<file path="config.mk">
export PLATFORM = sky130hd
export DESIGN_NAME = xadc_drp_sampler
export DESIGN_NICKNAME = d
export VERILOG_FILES = /design/src/rtl/xadc_pkg.sv /design/src/rtl/drp_timeout_counter.sv /design/src/rtl/xadc_drp_sampler.sv
export SDC_FILE = /design/constraint.sdc
export NUM_CORES = 1
export LEC_CHECK = 0
export ABC_CLOCK_PERIOD_IN_PS = 2100
export BUFFER_PORTS_ARGS = -buffer_cell sky130_fd_sc_hd__buf_4
export CAP_MARGIN = 10
export CORE_MARGIN = 4
export CORE_UTILIZATION = 45
export DETAILED_ROUTE_END_ITERATION = 10
export PLACE_DENSITY = 0.73
export RECOVER_POWER = 50
export SKIP_CTS_REPAIR_TIMING = 1
export SYNTH_ARGS = -nofsm -noshare
export SYNTH_HDL_FRONTEND = slang
export SYNTH_SLANG_ARGS = --single-unit
</file>
<file path="constraint.sdc">
create_clock -name clk -period 2.1 [get_ports clk]
set_clock_uncertainty 0.2 [all_clocks]
set_input_delay 0 -clock clk [delete_from_list [all_inputs] [get_ports clk]]
set_output_delay 0 -clock clk [all_outputs]
set_load 0.01 [all_outputs]
</file>
<file path="src/rtl/xadc_pkg.sv">
// Shared XADC definitions: DRP sequencer states, channel addresses and
// conversion-result geometry used by the DRP sampler slice.
package xadc_pkg;

    typedef enum logic [1:0] {
        ST_IDLE    = 2'd0,
        ST_REQ     = 2'd1,
        ST_WAIT    = 2'd2,
        ST_CAPTURE = 2'd3
    } drp_state_t;

    localparam logic [6:0]  VAUX15_ADDR = 7'h1F;
    localparam logic [6:0]  TEMP_ADDR   = 7'h00;
    localparam int unsigned ADC_BITS    = 12;
    localparam int unsigned DRP_WIDTH   = 16;

    // The conversion result is left-justified in the DRP status word.
    function automatic logic [ADC_BITS-1:0] adc_code(input logic [DRP_WIDTH-1:0] word);
        return word[DRP_WIDTH-1 -: ADC_BITS];
    endfunction

endpackage

</file>
<file path="src/rtl/drp_timeout_counter.sv">
// Loadable up-counter bounding how long the sampler waits for drdy.
module drp_timeout_counter #(
    parameter int unsigned TIMEOUT_CYCLES = 64
) (
    input  logic clk,
    input  logic rst_n,
    input  logic load_i,
    input  logic en_i,
    output logic tc_o
);

    localparam int unsigned   CW       = $clog2(TIMEOUT_CYCLES) + 1;
    // tc fires on the increment that brings the count to TIMEOUT_CYCLES-1,
    // so the abort edge lands exactly TIMEOUT_CYCLES cycles after den.
    localparam logic [CW-1:0] TC_VALUE = CW'(TIMEOUT_CYCLES - 2);

    logic [CW-1:0] cnt_q;
    logic [CW-1:0] cnt_d;

    assign tc_o = en_i && (cnt_q == TC_VALUE);

    // Next count: reload on request, otherwise advance while waiting.
    always_comb begin
        cnt_d = cnt_q;
        if (load_i) begin
            cnt_d = '0;
        end else if (en_i && !tc_o) begin
            cnt_d = cnt_q + CW'(1);
        end
    end

    // Count register.
    always_ff @(posedge clk or negedge rst_n) begin
        if (!rst_n) begin
            cnt_q <= '0;
        end else begin
            cnt_q <= cnt_d;
        end
    end

endmodule

</file>
<file path="src/rtl/xadc_drp_sampler.sv">
// Issues one DRP read per XADC end-of-conversion, captures the result and
// reports it with a single-cycle valid strobe. Tracks overrun and timeout
// as sticky debug flags and counts successful captures.
module xadc_drp_sampler
    import xadc_pkg::*;
#(
    parameter logic [6:0]  CHANNEL_ADDR   = VAUX15_ADDR,
    parameter int unsigned TIMEOUT_CYCLES = 64,
    parameter int unsigned CNT_WIDTH      = 16
) (
    input  logic                  clk,
    input  logic                  reset,
    input  logic                  eoc_in,
    input  logic                  drdy_in,
    input  logic [15:0]           do_in,
    output logic [6:0]            daddr_out,
    output logic                  den_out,
    output logic                  dwe_out,
    output logic [ADC_BITS-1:0]   sample,
    output logic [15:0]           sample_raw,
    output logic                  sample_valid,
    output logic                  overrun,
    output logic                  timeout,
    input  logic                  clear_flags,
    output logic [CNT_WIDTH-1:0]  sample_count
);

    drp_state_t            state_q;
    logic                  den_q;
    logic                  valid_q;
    logic [ADC_BITS-1:0]   sample_q;
    logic [15:0]           raw_q;
    logic [CNT_WIDTH-1:0]  count_q;
    logic                  overrun_q;
    logic                  timeout_q;

    logic                  tc;
    logic                  overrun_set;
    logic                  timeout_set;

    drp_timeout_counter #(
        .TIMEOUT_CYCLES(TIMEOUT_CYCLES)
    ) u_timeout (
        .clk    (clk),
        .rst_n  (reset),
        .load_i (state_q == ST_REQ),
        .en_i   (state_q == ST_WAIT),
        .tc_o   (tc)
    );

    // Flag set events: EOC while busy, or no drdy before the deadline.
    always_comb begin
        overrun_set = eoc_in && (state_q != ST_IDLE);
        timeout_set = (state_q == ST_WAIT) && !drdy_in && tc;
    end

    // Read sequencer with registered DRP strobe and capture outputs.
    always_ff @(posedge clk or negedge reset) begin
        if (!reset) begin
            state_q  <= ST_IDLE;
            den_q    <= 1'b0;
            valid_q  <= 1'b0;
            sample_q <= '0;
            raw_q    <= '0;
            count_q  <= '0;
        end else begin
            den_q   <= 1'b0;
            valid_q <= 1'b0;
            case (state_q)
                ST_IDLE: begin
                    if (eoc_in) begin
                        state_q <= ST_REQ;
                        den_q   <= 1'b1;
                    end
                end
                ST_REQ: begin
                    state_q <= ST_WAIT;
                end
                ST_WAIT: begin
                    if (drdy_in) begin
                        raw_q    <= do_in;
                        sample_q <= adc_code(do_in);
                        valid_q  <= 1'b1;
                        count_q  <= count_q + CNT_WIDTH'(1);
                        state_q  <= ST_CAPTURE;
                    end else if (tc) begin
                        state_q <= ST_IDLE;
                    end
                end
                ST_CAPTURE: begin
                    state_q <= ST_IDLE;
                end
                default: begin
                    state_q <= ST_IDLE;
                end
            endcase
        end
    end

    // Sticky debug flags; a set event wins over a coincident clear.
    always_ff @(posedge clk or negedge reset) begin
        if (!reset) begin
            overrun_q <= 1'b0;
            timeout_q <= 1'b0;
        end else begin
            if (overrun_set) begin
                overrun_q <= 1'b1;
            end else if (clear_flags) begin
                overrun_q <= 1'b0;
            end
            if (timeout_set) begin
                timeout_q <= 1'b1;
            end else if (clear_flags) begin
                timeout_q <= 1'b0;
            end
        end
    end

    assign daddr_out    = CHANNEL_ADDR;
    assign dwe_out      = 1'b0;
    assign den_out      = den_q;
    assign sample_valid = valid_q;
    assign sample       = sample_q;
    assign sample_raw   = raw_q;
    assign sample_count = count_q;
    assign overrun      = overrun_q;
    assign timeout      = timeout_q;

endmodule

</file>
# Word level (Yosys, flattened, before mapping)

Cells that the tools add are included.

Bits in registers: 57
Latch bits: 0
Bits in writable memories: 0
ROM bits: 0
Input port bits: 21
Output and inout bits: 56
Word-level logic and storage cells: 44
Memories: 0

Add/sub/neg operators: 2
$mul: 0
Div/mod/pow operators: 0
Order comparisons: 0
Equality and inequality tests: 6
Shift operators: 0
Multiplexer cells: 13
Bitwise operators: 0
Reductions and logical operators: 14

Operator list:

| operator                | count |
|---|---|
| $add A16 B1 Y16 const B | 1 |
| $mux W7                 | 2 |
| $pmux W2 S4             | 1 |
| $reduce_bool A2 Y1      | 4 |
| $add A7 B1 Y7 const B   | 1 |
| $eq A7 B6 Y1 const B    | 1 |
| $mux W1                 | 7 |
| $mux W2                 | 3 |
| $logic_and A1 B1 Y1     | 5 |
| $eq A2 B2 Y1 const B    | 2 |
| $reduce_and A2 Y1       | 2 |
| $ne A3 B3 Y1 const B    | 1 |
| $eq A2 B1 Y1 const B    | 1 |
| $logic_not A1 Y1        | 2 |
| $logic_not A2 Y1        | 1 |
| $ne A2 B2 Y1 const B    | 1 |

# Longest topological paths before layout

Gate-level depths: netlist (run 1).

Depth after elaboration: 6
Gate-level depth with buffers: 6
Mapped depth without buffers: 6

# By module

Synthesis (run 1) repeated with hierarchy kept, for this count alone.

Cell total of the unflattened synthesis: 218
Area total of the unflattened synthesis: 2,195.9 um2

By module, submodules not included:

| module              | times used | cells an instance | area each (um2) | sequential area each (um2) |
|---|---|---|---|---|
| xadc_drp_sampler    | 1          | 171               | 1,756.7         | 950.9 |
| drp_timeout_counter | 1          | 47                | 439.2           | 175.2 |

# Worst setup path before layout (run 1)

No wires, ideal clock.

Path kind: register -> register
From: register u_timeout.cnt_q[0]
To: register u_timeout.cnt_q[1]
Setup time: 66 ps
Arrival time: 1,376 ps
Required time: 1,834 ps
Path slack: 457 ps
Stages on the path, launching flop included: 7
Buffers on the path: 0
Period minus slack after synthesis: 1,643 ps
Cells stage by stage: dfrtp_1 -> inv_1 -> ha_1 -> and3b_1 -> and2_1 -> o31ai_1 -> a22o_1

Longest elaborated chain between the ends: 5
Elaborated cells between the ends (all ways): 8
Those cells by class: 1 x add/sub; 1 x eq/ne; 2 x mux; 4 x reduce/logical

RTL lines:

| item                                                  | RTL line                  | RTL |
|---|---|---|
| from (decl)                                           | drp_timeout_counter.sv:17 | `logic [CW-1:0] cnt_q;` |
| from (signal assigned)                                | drp_timeout_counter.sv:37 | `cnt_q <= cnt_d;` |
| branches (longest 5 deep; another with $add A7 B1 Y7) | n/a                       |  |

Several ways; the timed one is not identified. The select of a mux whose other input is x is not followed.
A chain may end at the register's enable or synchronous reset.

# Final worst setup path (run 1)

Ends and elaborated chain as after synthesis.

==> flow_summary.yaml, run 1 <==
synthesis:
  synth.yosys.seq_area_share_pct: 53.0
  synth.yosys.warnings: 0
  synth_edf_count: 0
  ys_types: 36
  synth_ff_type: "sky130_fd_sc_hd__dfrtp_1"
  netlist_instances: 218
  netlist.area_leader.share_pct: 53.0
  syn_area_sq_um: 2120
  synth.top_cells.by_area: "sky130_fd_sc_hd__dfrtp_1 (53%), sky130_fd_sc_hd__nand2_1 (11%), sky130_fd_sc_hd__buf_4 (7.1%)"
  syn_avg_cell_area_sq_um: 9.74
  yosys_register_bits: 45
  synth_largest_area_cell: "sky130_fd_sc_hd__dfrtp_1"
  synthArstFlopShare_pct: 100
sta:
  finalWorstPathRequiredPeriod_ps: 1770
  final_max_slew_viol_count: 0
  timing_hold_violations_final: 0
  relSlewSlack_pct: 27.4
  worst-slew-pin-transition_ps: 1090
  grt_setup_unrepaired: "no"
  share_of_the_clock_period_used_by_the_worst_path_after_layout_pct: 84.3
  setup_viol: 0
  finalSetupTns_ps: 0
  max_clock_freq_mhz: 565
cts:
  cts_max_level: 2
  cts_buffers: 5
  clk_path_buf_depth: 2
  tritoncts: "done"
  cts.root.buffer_cell: "sky130_fd_sc_hd__clkbuf_8"
  clock_sink_count: 45
  cts.reportedPaths.clkPinSlew_ps: 90
  insertion_delay_ps: 300
critical_path:
  critical_path.reg2reg.startpoint: "u_timeout.cnt_q[0]$_DFFE_PN0P_"
  worst_r2r_endpoint: "u_timeout.cnt_q[1]$_DFFE_PN0P_"
  critPathRequiredTime_ps: 2140
  timing_worst_setup_path_type: "flip-flop to flip-flop"
  rrSetupSlack_ps: 330
  arrival_ps: 1810
  crit_path_start_kind: "flip-flop"
  crit_path_max_fanout: 8
  r2r.worst_path.cells: 6
  crit_path_end_kind: "flip-flop"
power_and_ir_drop:
  cell_internal_pwr_uw: 1860
  p_sw_share_pct: 38.5
  worst_ir_drop_vdd_mv: 0.548
  cellPowerDensity_nw_per_um2: 1090
  power.static_leakage_uw: 0.00142
  p_comb_share_pct: 38.3
  seq_power_share_pct: 43.8
  clockPowerShare_pct: 17.9
  p_sw_uw: 1160
floorplanning:
  dieHeight_um: 76.7
  rows: 24
  core_region_area_sq_um: 4470
  io_pins: 77
  fp.dieArea_sq_um: 5880
  initial_utilization_pct: 47.5
  die_width_um: 76.7
layout:
  area_delta_synth_final_pct: 30.8
  drive_gt1_share_pct: 21.7
  stdcell_area_sq_um: 2780
  insertedDiodeCount: 0
  nNetsFinal: 322
global_routing:
  antenna_found_initial: 0
  grt_first_pass_wirelength_um: 7520
  grt_start_max_net_pins: 46
  track_usage_pct: 15.6
  grt.overflow.total: 0
  number_of_global_route_vias_before_repair: 1646
flow_run:
  drv.max_cap_violation_count: 0
place:
  io_buffers: 68
  placedInstanceArea_sq_um: 2580
  place_congestion: 0.779
  detailedPlacementHpwl_um: 3120
route:
  wl_um: 4660
  route.vias.total: 1716
  drt-vias-per-instance: 4.89
  routedWlPerCell_um: 13.3
  antenna_violating_nets_post_route: 0
  dr.pass1.iters: 4
  drt_first_iter_violations: 67
  drc: 0
worst_hold_path:
  worst_hold_path_class: "primary input to flip-flop"
  worst_hold_path.num_cells: 4
  holdPathEnd: "sample[5]$_DFFE_PN0P_"
  min_from: "do_in[9]"
outcome:
  status: "complete, no violations"
synth_stat cells, types with 5 or more instances:
cell type / number
sky130_fd_sc_hd__buf_4: 20
sky130_fd_sc_hd__dfrtp_1: 45
sky130_fd_sc_hd__nand2_1: 62
sky130_fd_sc_hd__nand3_1: 9
sky130_fd_sc_hd__nand4_1: 5
sky130_fd_sc_hd__nor2_1: 8
sky130_fd_sc_hd__o21ai_0: 5
sky130_fd_sc_hd__xnor2_1: 8
sky130_fd_sc_hd__xor2_1: 7
worst max path at each step:
stage	startpoint	end	slack, ps	depth (start not counted)
floorplan	u_timeout.cnt_q[0]$_DFFE_PN0P_	u_timeout.cnt_q[1]$_DFFE_PN0P_	460	6
global placement	u_timeout.cnt_q[0]$_DFFE_PN0P_	u_timeout.cnt_q[1]$_DFFE_PN0P_	380	6
detailed placement	u_timeout.cnt_q[0]$_DFFE_PN0P_	u_timeout.cnt_q[1]$_DFFE_PN0P_	360	6
CTS	u_timeout.cnt_q[0]$_DFFE_PN0P_	u_timeout.cnt_q[1]$_DFFE_PN0P_	340	6
global route	u_timeout.cnt_q[0]$_DFFE_PN0P_	u_timeout.cnt_q[1]$_DFFE_PN0P_	170	6
finish	u_timeout.cnt_q[0]$_DFFE_PN0P_	u_timeout.cnt_q[1]$_DFFE_PN0P_	330	6
through the flow:
stage	hold WS [ps]	std cells	worst slack [ps]	total power, uW	util [%]
2_1_floorplan	-496	224	457	2080	-
3_3_place_gp	-167	323	379	2580	57.6
3_5_place_dp	-160	323	358	2630	57.6
4_1_cts	-495	331	336	3170	59.6
5_1_grt	225	351	169	3260	62.1
6_report	226	351	330	3020	62.1
state kept, by name, summed over array words and instances (netlist names):
signal,count
sample_valid,1
timeout,1
sample_count,16
state_q,2
sample,11
u_timeout.cnt_q,7
overrun,1
den_out,1
sample_raw,5
cell families after synthesis:
logic type,share of synthesized area (%)
AND/OR/NAND/NOR,23.5
flip-flops,53.0
buffers and inverters,8.84
AO/OA/AOI/OAI,5.36
XOR/XNOR,6.19
adder cells (fa/ha/maj),1.77
other,0.354
multiplexers,0.943
cells in the final DEF (no fill, tap or decap), types with 2 or more instances in the layout:
cell and count:
sky130_fd_sc_hd__dlygate4sd3_1 20, sky130_fd_sc_hd__buf_4 47, sky130_fd_sc_hd__nand3_1 9, sky130_fd_sc_hd__clkbuf_8 5, sky130_fd_sc_hd__a22o_1 2, sky130_fd_sc_hd__xnor2_1 8
sky130_fd_sc_hd__nor3_1 2, sky130_fd_sc_hd__or2_2 3, sky130_fd_sc_hd__nand2b_1 2, sky130_fd_sc_hd__nand4_1 5, sky130_fd_sc_hd__a21oi_1 3, sky130_fd_sc_hd__mux2i_1 2
sky130_fd_sc_hd__and3_1 3, sky130_fd_sc_hd__a211oi_1 2, sky130_fd_sc_hd__nor2_2 2, sky130_fd_sc_hd__inv_1 3, sky130_fd_sc_hd__clkbuf_1 24, sky130_fd_sc_hd__nand2_1 62
sky130_fd_sc_hd__dfrtp_1 45, sky130_fd_sc_hd__and4_1 2, sky130_fd_sc_hd__xor2_1 7, sky130_fd_sc_hd__nor2_1 8, sky130_fd_sc_hd__a41oi_1 2, sky130_fd_sc_hd__o21ai_0 5
sky130_fd_sc_hd__ha_1 3, sky130_fd_sc_hd__conb_1 8
power groups by stage:
stage / logic (uW) / clock network, uW / registers (uW)
floorplan: 664 / 0 / 1420
global placement: 1250 / 0 / 1340
detailed placement: 1280 / 0 / 1350
CTS: 1280 / 559 / 1330
global route: 1290 / 597 / 1370
finish: 1160 / 541 / 1320
routing by layer:
layer  track usage (%)  vias to the layer above  wire length, um
met5                 0                        -                0
met4              5.43                        0               57
met3              5.04                        6              245
met2              25.5                       57             2280
met1              19.3                      805             2080
li1                  -                      848                -
layout make-up:
class / count / area (sq um)
Clock buffer: 5 / 68.8
Clock inverter: 3 / 21.3
Fill cell: 397 / 1700
Inverter: 4 / 15.0
Multi-Input combinational cell: 150 / 832
Sequential cell: 45 / 1130
Tap cell: 52 / 65.1
Timing Repair Buffer: 92 / 648
worst max-delay path, stage by stage, from the launching register on:
cell                      delay (ps)
sky130_fd_sc_hd__dfrtp_1         460
sky130_fd_sc_hd__inv_1            70
sky130_fd_sc_hd__ha_1            200
sky130_fd_sc_hd__and3b_1         200
sky130_fd_sc_hd__and2_1          210
sky130_fd_sc_hd__o31ai_1         210
sky130_fd_sc_hd__a22o_1          170
Note: power is estimated with default switching activity, not from simulation.
==> run 2, diff against run 1 <==
--- a/config.mk
+++ b/config.mk
@@ -5,7 +5,7 @@
 export SDC_FILE = /design/constraint.sdc
 export NUM_CORES = 1
 export LEC_CHECK = 0
-export ABC_CLOCK_PERIOD_IN_PS = 2100
+export ABC_CLOCK_PERIOD_IN_PS = 1850
 export BUFFER_PORTS_ARGS = -buffer_cell sky130_fd_sc_hd__buf_4
 export CAP_MARGIN = 10
 export CORE_MARGIN = 4
==> constraint.sdc (replaced) <==
create_clock -name clk -period 1.85 [get_ports clk]
set_clock_uncertainty 0.2 [all_clocks]
set_input_delay 0 -clock clk [delete_from_list [all_inputs] [get_ports clk]]
set_output_delay 0 -clock clk [all_outputs]
set_load 0.01 [all_outputs]
==> flow_summary.yaml, run 2 (synthesis results as in run 1) <==
floorplanning:
  core_region_area_sq_um: 4470
  initial_utilization_pct: 47.5
  rows: 24
  die_width_um: 76.7
  fp.dieArea_sq_um: 5880
  dieHeight_um: 76.7
  io_pins: 77
critical_path:
  arrival_ps: 1780
  setup.worst_path.start: "u_timeout.cnt_q[1]$_DFFE_PN0P_"
  timing_worst_setup_path_type: "flip-flop to flip-flop"
  crit_path_max_fanout: 7
  r2r.worst_path.cells: 5
  critPathRequiredTime_ps: 1880
  critical_path.reg2reg.startpoint: "u_timeout.cnt_q[1]$_DFFE_PN0P_"
  crit_path_end_kind: "flip-flop"
  crit_path_start_kind: "flip-flop"
  rrSetupSlack_ps: 100
  worst_r2r_endpoint: "u_timeout.cnt_q[1]$_DFFE_PN0P_"
global_routing:
  grt_start_max_net_pins: 46
  number_of_global_route_vias_before_repair: 1575
  antenna_found_initial: 0
  track_usage_pct: 15.2
  grt.overflow.total: 0
  grt_first_pass_wirelength_um: 7400
cts:
  tritoncts: "done"
  cts_max_level: 2
  clk_path_buf_depth: 2
  insertion_delay_ps: 280
  cts.root.buffer_cell: "sky130_fd_sc_hd__clkbuf_8"
  cts.reportedPaths.clkPinSlew_ps: 80
  clock_sink_count: 45
  cts_buffers: 5
sta:
  finalWorstPathRequiredPeriod_ps: 1750
  setup_viol: 0
  final_max_slew_viol_count: 0
  grt_setup_unrepaired: "no"
  share_of_the_clock_period_used_by_the_worst_path_after_layout_pct: 94.5
  final_critical_path_setup_slack_ps: 101
  relSlewSlack_pct: 27.4
  timing_hold_violations_final: 0
  finalSetupTns_ps: 0
  max_clock_freq_mhz: 572
  worst-slew-pin-transition_ps: 1090
power_and_ir_drop:
  cell_internal_pwr_uw: 2400
  power_uw: 3700
  p_sw_share_pct: 35.1
  p_sw_uw: 1300
  clockPowerShare_pct: 23.0
  p_comb_share_pct: 36.7
  power.static_leakage_uw: 0.00145
  seq_power_share_pct: 40.4
  cellPowerDensity_nw_per_um2: 1300
  worst_ir_drop_vdd_mv: 0.719
route:
  route.vias.total: 1741
  drc: 0
  antenna_violating_nets_post_route: 0
  drt_first_iter_violations: 77
  routedWlPerCell_um: 13.4
  dr.pass1.iters: 4
  wl_um: 4730
  drt-vias-per-instance: 4.93
place:
  place_congestion: 0.799
  io_buffers: 68
  placedInstanceArea_sq_um: 2590
  detailedPlacementHpwl_um: 3190
  place_worst_setup_slack_ps: 137
layout:
  mostFrequentLayoutCells: "sky130_fd_sc_hd__nand2_1 (62), sky130_fd_sc_hd__buf_4 (49), sky130_fd_sc_hd__dfrtp_1 (45)"
  stdcell_area_sq_um: 2840
  flip_flop_count_of_the_largest_register_after_layout: 16
  insertedDiodeCount: 0
  nNetsFinal: 324
  drive_gt1_share_pct: 22.3
  final_common_cell: "sky130_fd_sc_hd__nand2_1"
  area_delta_synth_final_pct: 33.5
flow_run:
  drv.max_cap_violation_count: 0
worst_hold_path:
  worst_hold_path_class: "primary input to async pin"
outcome:
  status: "complete, no violations"
==> run 2: changes by cell type in the layout (fill, tap and decap cells not counted) <==
| cell | previous run | this run |
|---|---|---|
| sky130_fd_sc_hd__buf_4 | 47 | 49 |
| sky130_fd_sc_hd__bufinv_16 | 0 | 2 |
| sky130_fd_sc_hd__clkinvlp_4 | 1 | 0 |
| sky130_fd_sc_hd__inv_6 | 1 | 0 |
==> run 2: area by class of cell <==
cell class / instances / area (sq um)
repair buffers: 94 / 663
fillers: 383 / 1640
flip-flops and latches: 45 / 1130
multi-input cells: 150 / 832
clock buffers: 5 / 68.8
well taps: 52 / 65.1
clock inverters: 3 / 65.1
inverters: 4 / 15.0
==> run 2: worst max path at each step <==
stage / to / slack (ps) / cells past startpoint
2_1_floorplan: u_timeout.cnt_q[1]$_DFFE_PN0P_ / 210 / 6
3_3_place_gp: u_timeout.cnt_q[1]$_DFFE_PN0P_ / 200 / 5
3_5_place_dp: u_timeout.cnt_q[1]$_DFFE_PN0P_ / 140 / 5
4_1_cts: u_timeout.cnt_q[1]$_DFFE_PN0P_ / 110 / 5
5_1_grt: sample_count[10]$_DFFE_PN0P_ / 40 / 5
6_report: u_timeout.cnt_q[1]$_DFFE_PN0P_ / 100 / 5
==> run 2: stage by stage <==
stage / cells / hold slack, ps / utilization (%)
floorplan: 224 / -496 / -
finish: 353 / 245 / 63.4
detailed placement: 325 / -161 / 58.0
global placement: 325 / -165 / 58.0
CTS: 333 / -481 / 61.0
global route: 353 / 259 / 63.4
==> run 2: critical path, cell delays in order (launching register included) <==
cell and delay (ps):
sky130_fd_sc_hd__dfrtp_1 460, sky130_fd_sc_hd__ha_1 220, sky130_fd_sc_hd__and3b_1 210, sky130_fd_sc_hd__and2_1 210, sky130_fd_sc_hd__o31ai_1 220, sky130_fd_sc_hd__a22o_1 170
==> run 2: power by group through the flow <==
stage               Combinational, uW  Clock (uW)  Sequential (uW)
global route                     1510         928             1540
finish                           1360         849             1490
detailed placement               1490           0             1510
floorplan                         754           0             1610
global placement                 1460           0             1500
CTS                              1490         878             1490
==> run 2: metal layers <==
| metal | GRT usage [%] | vias to the layer above | wire, um |
|---|---|---|---|
| met5 | 0 | - | 0 |
| met4 | 3.62 | 0 | 22 |
| met3 | 3.98 | 2 | 254 |
| met2 | 26.4 | 58 | 2380 |
| met1 | 18.9 | 826 | 2080 |
| li1 | - | 855 | - |
